<file path="src/rtl/ccip_rd_arbiter_if.sv">
// rtl/ccip_rd_arbiter_if.sv - signal bundle between read engines, the c0 channel and the arbiter
interface ccip_rd_arbiter_if #(
  parameter int N_REQ  = 4,
  parameter int ADDR_W = 42
);
  logic [N_REQ-1:0]        req_valid;
  logic [N_REQ*ADDR_W-1:0] req_addr;
  logic [N_REQ*12-1:0]     req_tag;
  logic [N_REQ-1:0]        req_ready;
  logic                    c0tx_valid;
  logic [ADDR_W-1:0]       c0tx_addr;
  logic [15:0]             c0tx_mdata;
  logic                    c0_alm_full;
  logic                    c0rx_valid;
  logic [15:0]             c0rx_mdata;
  logic [511:0]            c0rx_data;
  logic [N_REQ-1:0]        resp_valid;
  logic [11:0]             resp_tag;
  logic [511:0]            resp_data;
  logic                    outstanding_any;
  logic                    err_sticky;

  // Arbiter side
  modport master (
    input  req_valid, req_addr, req_tag, c0_alm_full, c0rx_valid, c0rx_mdata, c0rx_data,
    output req_ready, c0tx_valid, c0tx_addr, c0tx_mdata, resp_valid, resp_tag, resp_data,
           outstanding_any, err_sticky
  );

  // Requester / host side
  modport slave (
    output req_valid, req_addr, req_tag, c0_alm_full, c0rx_valid, c0rx_mdata, c0rx_data,
    input  req_ready, c0tx_valid, c0tx_addr, c0tx_mdata, resp_valid, resp_tag, resp_data,
           outstanding_any, err_sticky
  );
endinterface

</file>
<file path="src/rtl/ccip_rd_arbiter.sv">
// rtl/ccip_rd_arbiter.sv - round-robin sharing of the CCI-P c0 read channel with per-requester credits
module ccip_rd_arbiter #(
  parameter int N_REQ           = 4,
  parameter int MAX_OUTSTANDING = 64,
  parameter int ADDR_W          = 42
) (
  input  logic              clk,
  input  logic              reset,
  ccip_rd_arbiter_if.master bus
);

  localparam int               CNT_W     = $clog2(MAX_OUTSTANDING) + 1;
  localparam logic [CNT_W-1:0] CNT_LIMIT = CNT_W'(MAX_OUTSTANDING);
  localparam logic [3:0]       LAST_ID   = 4'(N_REQ - 1);

  // State
  logic [3:0]        rr_q, rr_d;
  logic [CNT_W-1:0]  cnt_q [N_REQ];
  logic [CNT_W-1:0]  cnt_d [N_REQ];
  logic              err_q, err_d;
  logic              c0tx_valid_q;
  logic [ADDR_W-1:0] c0tx_addr_q;
  logic [15:0]       c0tx_mdata_q;
  logic [N_REQ-1:0]  resp_valid_q;
  logic [11:0]       resp_tag_q;
  logic [511:0]      resp_data_q;
  logic              outstanding_q;

  // Combinational
  logic [N_REQ-1:0]  eligible;
  logic [N_REQ-1:0]  rotated;
  logic [N_REQ-1:0]  grant;
  logic              grant_any;
  logic [3:0]        grant_id;
  logic [4:0]        grant_sum;
  logic [ADDR_W-1:0] sel_addr;
  logic [11:0]       sel_tag;
  logic [3:0]        rsp_id;
  logic              rsp_bad;
  logic [N_REQ-1:0]  rsp_hit;
  logic              underflow;
  logic              any_nz;

  // A requester may compete only while it still has read credits left
  always_comb begin
    eligible = '0;
    for (int i = 0; i < N_REQ; i++) begin
      eligible[i] = bus.req_valid[i] && (cnt_q[i] < CNT_LIMIT);
    end
  end

  // Rotate eligibility so bit 0 is the pointer position, then take the lowest set bit
  always_comb begin
    rotated   = N_REQ'({eligible, eligible} >> rr_q);
    grant_any = 1'b0;
    grant_id  = '0;
    grant_sum = '0;
    for (int k = N_REQ - 1; k >= 0; k--) begin
      if (rotated[k]) begin
        grant_any = 1'b1;
        grant_sum = 5'(rr_q) + 5'(k);
        if (grant_sum >= 5'(N_REQ)) begin
          grant_sum = grant_sum - 5'(N_REQ);
        end
        grant_id = grant_sum[3:0];
      end
    end
    // Host backpressure and reset both block every grant, keeping req_ready at zero
    if (bus.c0_alm_full || reset) begin
      grant_any = 1'b0;
      grant_id  = '0;
    end
    grant = '0;
    for (int i = 0; i < N_REQ; i++) begin
      grant[i] = grant_any && (grant_id == 4'(i));
    end
  end

  // Steer the granted requester's address and tag onto the c0 request
  always_comb begin
    sel_addr = '0;
    sel_tag  = '0;
    for (int i = 0; i < N_REQ; i++) begin
      if (grant[i]) begin
        sel_addr = bus.req_addr[i*ADDR_W +: ADDR_W];
        sel_tag  = bus.req_tag[i*12 +: 12];
      end
    end
  end

  // Decode the owning requester from the upper mdata nibble of a response
  always_comb begin
    rsp_id  = bus.c0rx_mdata[15:12];
    rsp_bad = bus.c0rx_valid && ({1'b0, rsp_id} >= 5'(N_REQ));
    rsp_hit = '0;
    for (int i = 0; i < N_REQ; i++) begin
      rsp_hit[i] = bus.c0rx_valid && (rsp_id == 4'(i));
    end
  end

  // Credit counters, error accumulation and next round-robin pointer
  always_comb begin
    underflow = 1'b0;
    any_nz    = 1'b0;
    for (int i = 0; i < N_REQ; i++) begin
      cnt_d[i] = cnt_q[i];
      if (grant[i] && !rsp_hit[i]) begin
        cnt_d[i] = cnt_q[i] + CNT_W'(1);
      end else if (!grant[i] && rsp_hit[i] && (cnt_q[i] != '0)) begin
        cnt_d[i] = cnt_q[i] - CNT_W'(1);
      end
      // A response with nothing outstanding is still delivered, but flagged
      if (rsp_hit[i] && (cnt_q[i] == '0)) begin
        underflow = 1'b1;
      end
      if (cnt_q[i] != '0) begin
        any_nz = 1'b1;
      end
    end
    err_d = err_q | rsp_bad | underflow;
    rr_d  = rr_q;
    if (grant_any) begin
      rr_d = (grant_id == LAST_ID) ? 4'd0 : grant_id + 4'd1;
    end
  end

  // Registered state and outputs; reset drops everything, including in-flight accounting
  always_ff @(posedge clk or posedge reset) begin
    if (reset) begin
      rr_q          <= '0;
      err_q         <= 1'b0;
      c0tx_valid_q  <= 1'b0;
      c0tx_addr_q   <= '0;
      c0tx_mdata_q  <= '0;
      resp_valid_q  <= '0;
      resp_tag_q    <= '0;
      resp_data_q   <= '0;
      outstanding_q <= 1'b0;
      for (int i = 0; i < N_REQ; i++) begin
        cnt_q[i] <= '0;
      end
    end else begin
      rr_q          <= rr_d;
      err_q         <= err_d;
      c0tx_valid_q  <= grant_any;
      resp_valid_q  <= rsp_hit;
      outstanding_q <= any_nz;
      for (int i = 0; i < N_REQ; i++) begin
        cnt_q[i] <= cnt_d[i];
      end
      if (grant_any) begin
        c0tx_addr_q  <= sel_addr;
        c0tx_mdata_q <= {grant_id, sel_tag};
      end
      if (bus.c0rx_valid && !rsp_bad) begin
        resp_tag_q  <= bus.c0rx_mdata[11:0];
        resp_data_q <= bus.c0rx_data;
      end
    end
  end

  assign bus.req_ready       = grant;
  assign bus.c0tx_valid      = c0tx_valid_q;
  assign bus.c0tx_addr       = c0tx_addr_q;
  assign bus.c0tx_mdata      = c0tx_mdata_q;
  assign bus.resp_valid      = resp_valid_q;
  assign bus.resp_tag        = resp_tag_q;
  assign bus.resp_data       = resp_data_q;
  assign bus.outstanding_any = outstanding_q;
  assign bus.err_sticky      = err_q;

endmodule

</file>
<file path="src/flat_wrapper.sv">
// flat-port wrapper written by rule: the top's interface ports become plain ports
module ccip_rd_arbiter_flat 
#(
  parameter int N_REQ           = 4,
  parameter int MAX_OUTSTANDING = 64,
  parameter int ADDR_W          = 42
)
  (clk, reset, bus_req_valid, bus_req_addr, bus_req_tag, bus_c0_alm_full, bus_c0rx_valid, bus_c0rx_mdata, bus_c0rx_data, bus_req_ready, bus_c0tx_valid, bus_c0tx_addr, bus_c0tx_mdata, bus_resp_valid, bus_resp_tag, bus_resp_data, bus_outstanding_any, bus_err_sticky);
  ccip_rd_arbiter_if #(.N_REQ(N_REQ), .ADDR_W(ADDR_W)) bus_i ();
  input  logic clk;
  input  logic reset;
  input wire logic [$bits(bus_i.req_valid)-1:0] bus_req_valid;
  input wire logic [$bits(bus_i.req_addr)-1:0] bus_req_addr;
  input wire logic [$bits(bus_i.req_tag)-1:0] bus_req_tag;
  input wire logic [$bits(bus_i.c0_alm_full)-1:0] bus_c0_alm_full;
  input wire logic [$bits(bus_i.c0rx_valid)-1:0] bus_c0rx_valid;
  input wire logic [$bits(bus_i.c0rx_mdata)-1:0] bus_c0rx_mdata;
  input wire logic [$bits(bus_i.c0rx_data)-1:0] bus_c0rx_data;
  output wire logic [$bits(bus_i.req_ready)-1:0] bus_req_ready;
  output wire logic [$bits(bus_i.c0tx_valid)-1:0] bus_c0tx_valid;
  output wire logic [$bits(bus_i.c0tx_addr)-1:0] bus_c0tx_addr;
  output wire logic [$bits(bus_i.c0tx_mdata)-1:0] bus_c0tx_mdata;
  output wire logic [$bits(bus_i.resp_valid)-1:0] bus_resp_valid;
  output wire logic [$bits(bus_i.resp_tag)-1:0] bus_resp_tag;
  output wire logic [$bits(bus_i.resp_data)-1:0] bus_resp_data;
  output wire logic [$bits(bus_i.outstanding_any)-1:0] bus_outstanding_any;
  output wire logic [$bits(bus_i.err_sticky)-1:0] bus_err_sticky;
  assign bus_i.req_valid = bus_req_valid;
  assign bus_i.req_addr = bus_req_addr;
  assign bus_i.req_tag = bus_req_tag;
  assign bus_i.c0_alm_full = bus_c0_alm_full;
  assign bus_i.c0rx_valid = bus_c0rx_valid;
  assign bus_i.c0rx_mdata = bus_c0rx_mdata;
  assign bus_i.c0rx_data = bus_c0rx_data;
  assign bus_req_ready = bus_i.req_ready;
  assign bus_c0tx_valid = bus_i.c0tx_valid;
  assign bus_c0tx_addr = bus_i.c0tx_addr;
  assign bus_c0tx_mdata = bus_i.c0tx_mdata;
  assign bus_resp_valid = bus_i.resp_valid;
  assign bus_resp_tag = bus_i.resp_tag;
  assign bus_resp_data = bus_i.resp_data;
  assign bus_outstanding_any = bus_i.outstanding_any;
  assign bus_err_sticky = bus_i.err_sticky;
  ccip_rd_arbiter #(.N_REQ(N_REQ), .MAX_OUTSTANDING(MAX_OUTSTANDING), .ADDR_W(ADDR_W)) u_core (.clk(clk), .reset(reset), .bus(bus_i));
endmodule
</file>
<file path="config.mk">
export PLATFORM = sky130hd
export DESIGN_NAME = ccip_rd_arbiter_flat
export DESIGN_NICKNAME = d
export VERILOG_FILES = /design/src/rtl/ccip_rd_arbiter_if.sv /design/src/rtl/ccip_rd_arbiter.sv /design/src/flat_wrapper.sv
export SDC_FILE = /design/constraint.sdc
export NUM_CORES = 2
export LEC_CHECK = 0
export ABC_CLOCK_PERIOD_IN_PS = 24000
export CORE_AREA = 2 2 519 521
export DETAILED_ROUTE_END_ITERATION = 12
export DIE_AREA = 0 0 521 523
export GPL_TIMING_DRIVEN = 0
export SLEW_MARGIN = 20
export SYNTH_ARGS = -nofsm -noshare
export SYNTH_HDL_FRONTEND = slang
export SYNTH_SLANG_ARGS = --single-unit
</file>
<file path="constraint.sdc">
create_clock -name clk -period 24 [get_ports clk]
set_input_delay 7.2 -clock clk [delete_from_list [all_inputs] [get_ports clk]]
set_output_delay 7.2 -clock clk [all_outputs]
set_load 0.1 [all_outputs]
</file>
==> out/metrics.cfg <==
[status]
outcome = finished, final reports clean

[finish]
drive_above_1_share = 0.276
fin_nets = 4147
finalNonFillerCells = 7016
area_delta_synth_final_pct = 78.2
final_util = 0.174

[timing]
drv_slew = 0
grt_setup_unrepaired = false
period_minus_slack_ps = 20390
max_slew_margin = 0.159
hold_viol = 0
fin_setup_tns_ps = 0
setup_viol = 0
fin_crit_sh = 0.849
finalClockSkew_ps = 25.4
worst_pin_slew_ps = 1260
holdWs_ps = 469
max_freq_mhz = 49.0

[detailed_routing]
drt-wirelength-per-cell_um = 30.7
drtAntennaViolNets = 0
vias = 23600
viasPerCell = 3.37
drc = 0
drt_first_pass_iters = 5
drtIter0Drc = 1250
drt-total-wl_um = 215000

[yosys]
synth_area_mm2 = 0.0260
yosysUniqueCellTypes = 60
synth_edf_count = 0
postSynthAreaPerCell_um2 = 13.7
synth_warnings = 0
synth_flop_cell = dfrtp_1
async_reset_ff_frac = 1.00
syn_nets = 2689
synth_seq_cells = 621
yosysSeqAreaShare = 0.597
syn_inst = 1894

[setup_path]
cp-end-kind = output pin
critPathTopFamily = buffers and inverters
critPathLaunchType = input pin
crit_buf_inv = 7
cp_data_arrival_time_ps = 13190
critPathRequiredTime_ps = 16800
critical-path-max-stage-delay_ps = 1220
cp_max_fo = 10
path_cells = clkdlybuf4s50_1 -> nor2b_1 -> or4_1 -> a311oi_1 -> a221oi_1 -> o22ai_1 -> nand2_1 -> inv_1 -> ha_1 -> clkbuf_1 -> o211a_1 -> a21bo_2 -> buf_2 -> buf_2 -> inv_2 -> clkdlybuf4s50_1
cp_slowest_cell = clkdlybuf4s50_1
path_class = in2out

[clock_network]
clk_path_buf_depth = 4
cts_setup_buffers = 0
cts.sinks = 621
clk_pin_slew_worst_paths_ps = 50
clock_latency_ps = 760
cts_root_buffer = clkbuf_16
cts-buffers-inserted = 85
postCtsHoldBufs = 0
cts_tree = done
cts-htree-levels = 3
ctsResizeCount = 0

[die]
die_width_um = 521
die_area_mm2 = 0.272
io_pins = 1345
row_count = 190
initial_core_util = 0.0975
dieHeight_um = 523
coreArea_mm2 = 0.267

[global_routing]
antenna_found_initial = 156
grt_start_max_net_pins = 35
grt_usage = 0.152
overflow = 0
grt_pass1_wl_um = 267000
grt_pass1_vias = 24300

[placement]
place_hpwl_um = 190000
dp_cells = 6817
routabilityCongestion = 1.07
port_buffers = 1344

[power]
irDropWorstVdd_mv = 0.0778
p_leak_nw = 18.2
finalPower_mw = 5.85
powerDensity_mw_per_mm2 = 126

[run]
drv_cap = 0

[worst_hold_path]
min_path_type = reg2reg

[registers in the layout, indices dropped and copies added, names as in the netlist]
signal,cells
u_core.bus.c0tx_valid,1
u_core.bus.err_sticky,1
u_core.bus.c0tx_mdata,16
u_core.rr_q,4
u_core.bus.resp_tag,12
u_core.bus.resp_valid,4
u_core.cnt_q,28
u_core.bus.c0tx_addr,42
u_core.bus.outstanding_any,1
u_core.bus.resp_data,512
[cells by family after synthesis]
group,Yosys count,share of synthesized area
flip-flops,621,0.597
multiplexers,540,0.234
AO/OA/AOI/OAI,323,0.0840
AND/OR/NAND/NOR,208,0.0348
buffers and inverters,132,0.0195
adder cells (fa/ha/maj),43,0.0218
XOR/XNOR,27,0.00908
[power breakdown]
part,total (mW),internal [mW],switching (mW)
Clock,1.33,0.798,0.535
Sequential,1.46,1.29,0.169
Combinational,3.06,0.711,2.35
[synthesized netlist by cell type, drive strengths merged, types with 9 or more instances]
| library cell | number | area, um^2 |
|---|---|---|
| nor2 | 20 | 77.6 |
| a21oi | 75 | 379 |
| inv | 19 | 71.3 |
| a211oi | 9 | 77.6 |
| o211ai | 55 | 413 |
| nand2 | 143 | 537 |
| buf | 25 | 105 |
| mux2i | 9 | 90.1 |
| a21o | 9 | 67.6 |
| dfrtp | 621 | 15500 |
| a22oi | 56 | 420 |
| ha | 39 | 488 |
| mux2 | 529 | 5960 |
| xnor2 | 21 | 184 |
| a22o | 20 | 175 |
| clkbuf | 87 | 327 |
| o21ai | 65 | 325 |
[per-stage QoR]
stage | cell area [um^2] | worst slack [ps]
after floorplan | 26000 | 6100
after global placement | 43900 | 3330
after detailed placement | 43400 | 3700
after CTS | 46300 | 3690
after global routing | 46300 | 3420
final | 46400 | 3610
[final timing paths]
path                                  startpoint                        to  slack [ps]  depth (start not counted)
max reg2reg                       u_core.rr_q[0]          u_core.cnt_q[20]       16650                         20
max                             bus_req_valid[0]          bus_req_ready[2]        3610                         16
max in group asynchronous                  reset  u_core.bus.resp_data[75]       15000                          9
min in group asynchronous                  reset   u_core.bus.c0tx_addr[7]        6970                          2
min reg2reg                u_core.bus.err_sticky     u_core.bus.err_sticky         470                          1
min                        u_core.bus.err_sticky     u_core.bus.err_sticky         470                          1
[layout by cell type (no fill, tap or decap), types with 14 or more instances in the layout]
master / synthesis / routed
o21ai_0: 64 / 62
dfrtp_1: 621 / 621
buf_12: 0 / 23
clkdlybuf4s50_1: 0 / 1130
diode_2: 0 / 51
clkbuf_8: 0 / 16
a21oi_1: 74 / 74
a22oi_1: 56 / 56
xnor2_1: 21 / 21
clkbuf_16: 0 / 87
a22o_1: 20 / 20
ha_1: 39 / 39
nand2_1: 143 / 143
buf_1: 16 / 14
o211ai_1: 55 / 55
nor2_1: 19 / 19
inv_1: 17 / 16
buf_2: 9 / 225
clkbuf_1: 87 / 95
mux2_2: 529 / 529
[worst reg2reg max path, cell delays in order, from the launching register on]
cell      delay, ps
dfrtp_1         560
inv_1           230
or4_1           590
a311oi_1        570
o21ai_0         160
a21oi_1         360
nand2_1         190
inv_1           160
ha_1            150
clkbuf_1        820
nand2_1         140
a211oi_2        730
o21ai_0         670
fa_1            630
a21o_1          180
a21oi_1         240
nor2_1           80
a211oi_1        310
and3_1          210
mux2i_1          80
xnor2_1         160
[area by class of cell]
| type | instances | area (um^2) |
|---|---|---|
| diodes | 51 | 128 |
| plain buffers | 112 | 445 |
| clock buffers | 120 | 2460 |
| clock inverters | 28 | 378 |
| fillers | 29200 | 221000 |
| inverters | 20 | 78.8 |
| multi-input cells | 1141 | 10000 |
| flip-flops and latches | 621 | 15500 |
| well taps | 3552 | 4440 |
| repair buffers | 1371 | 12900 |
[routing by layer]
layer / wire length, um / GRT usage
met4: 10700 / 0.0652
met1: 70700 / 0.145
met2: 99900 / 0.250
met3: 33200 / 0.106
met5: 459 / 0
(Power assumes the default switching activity.)
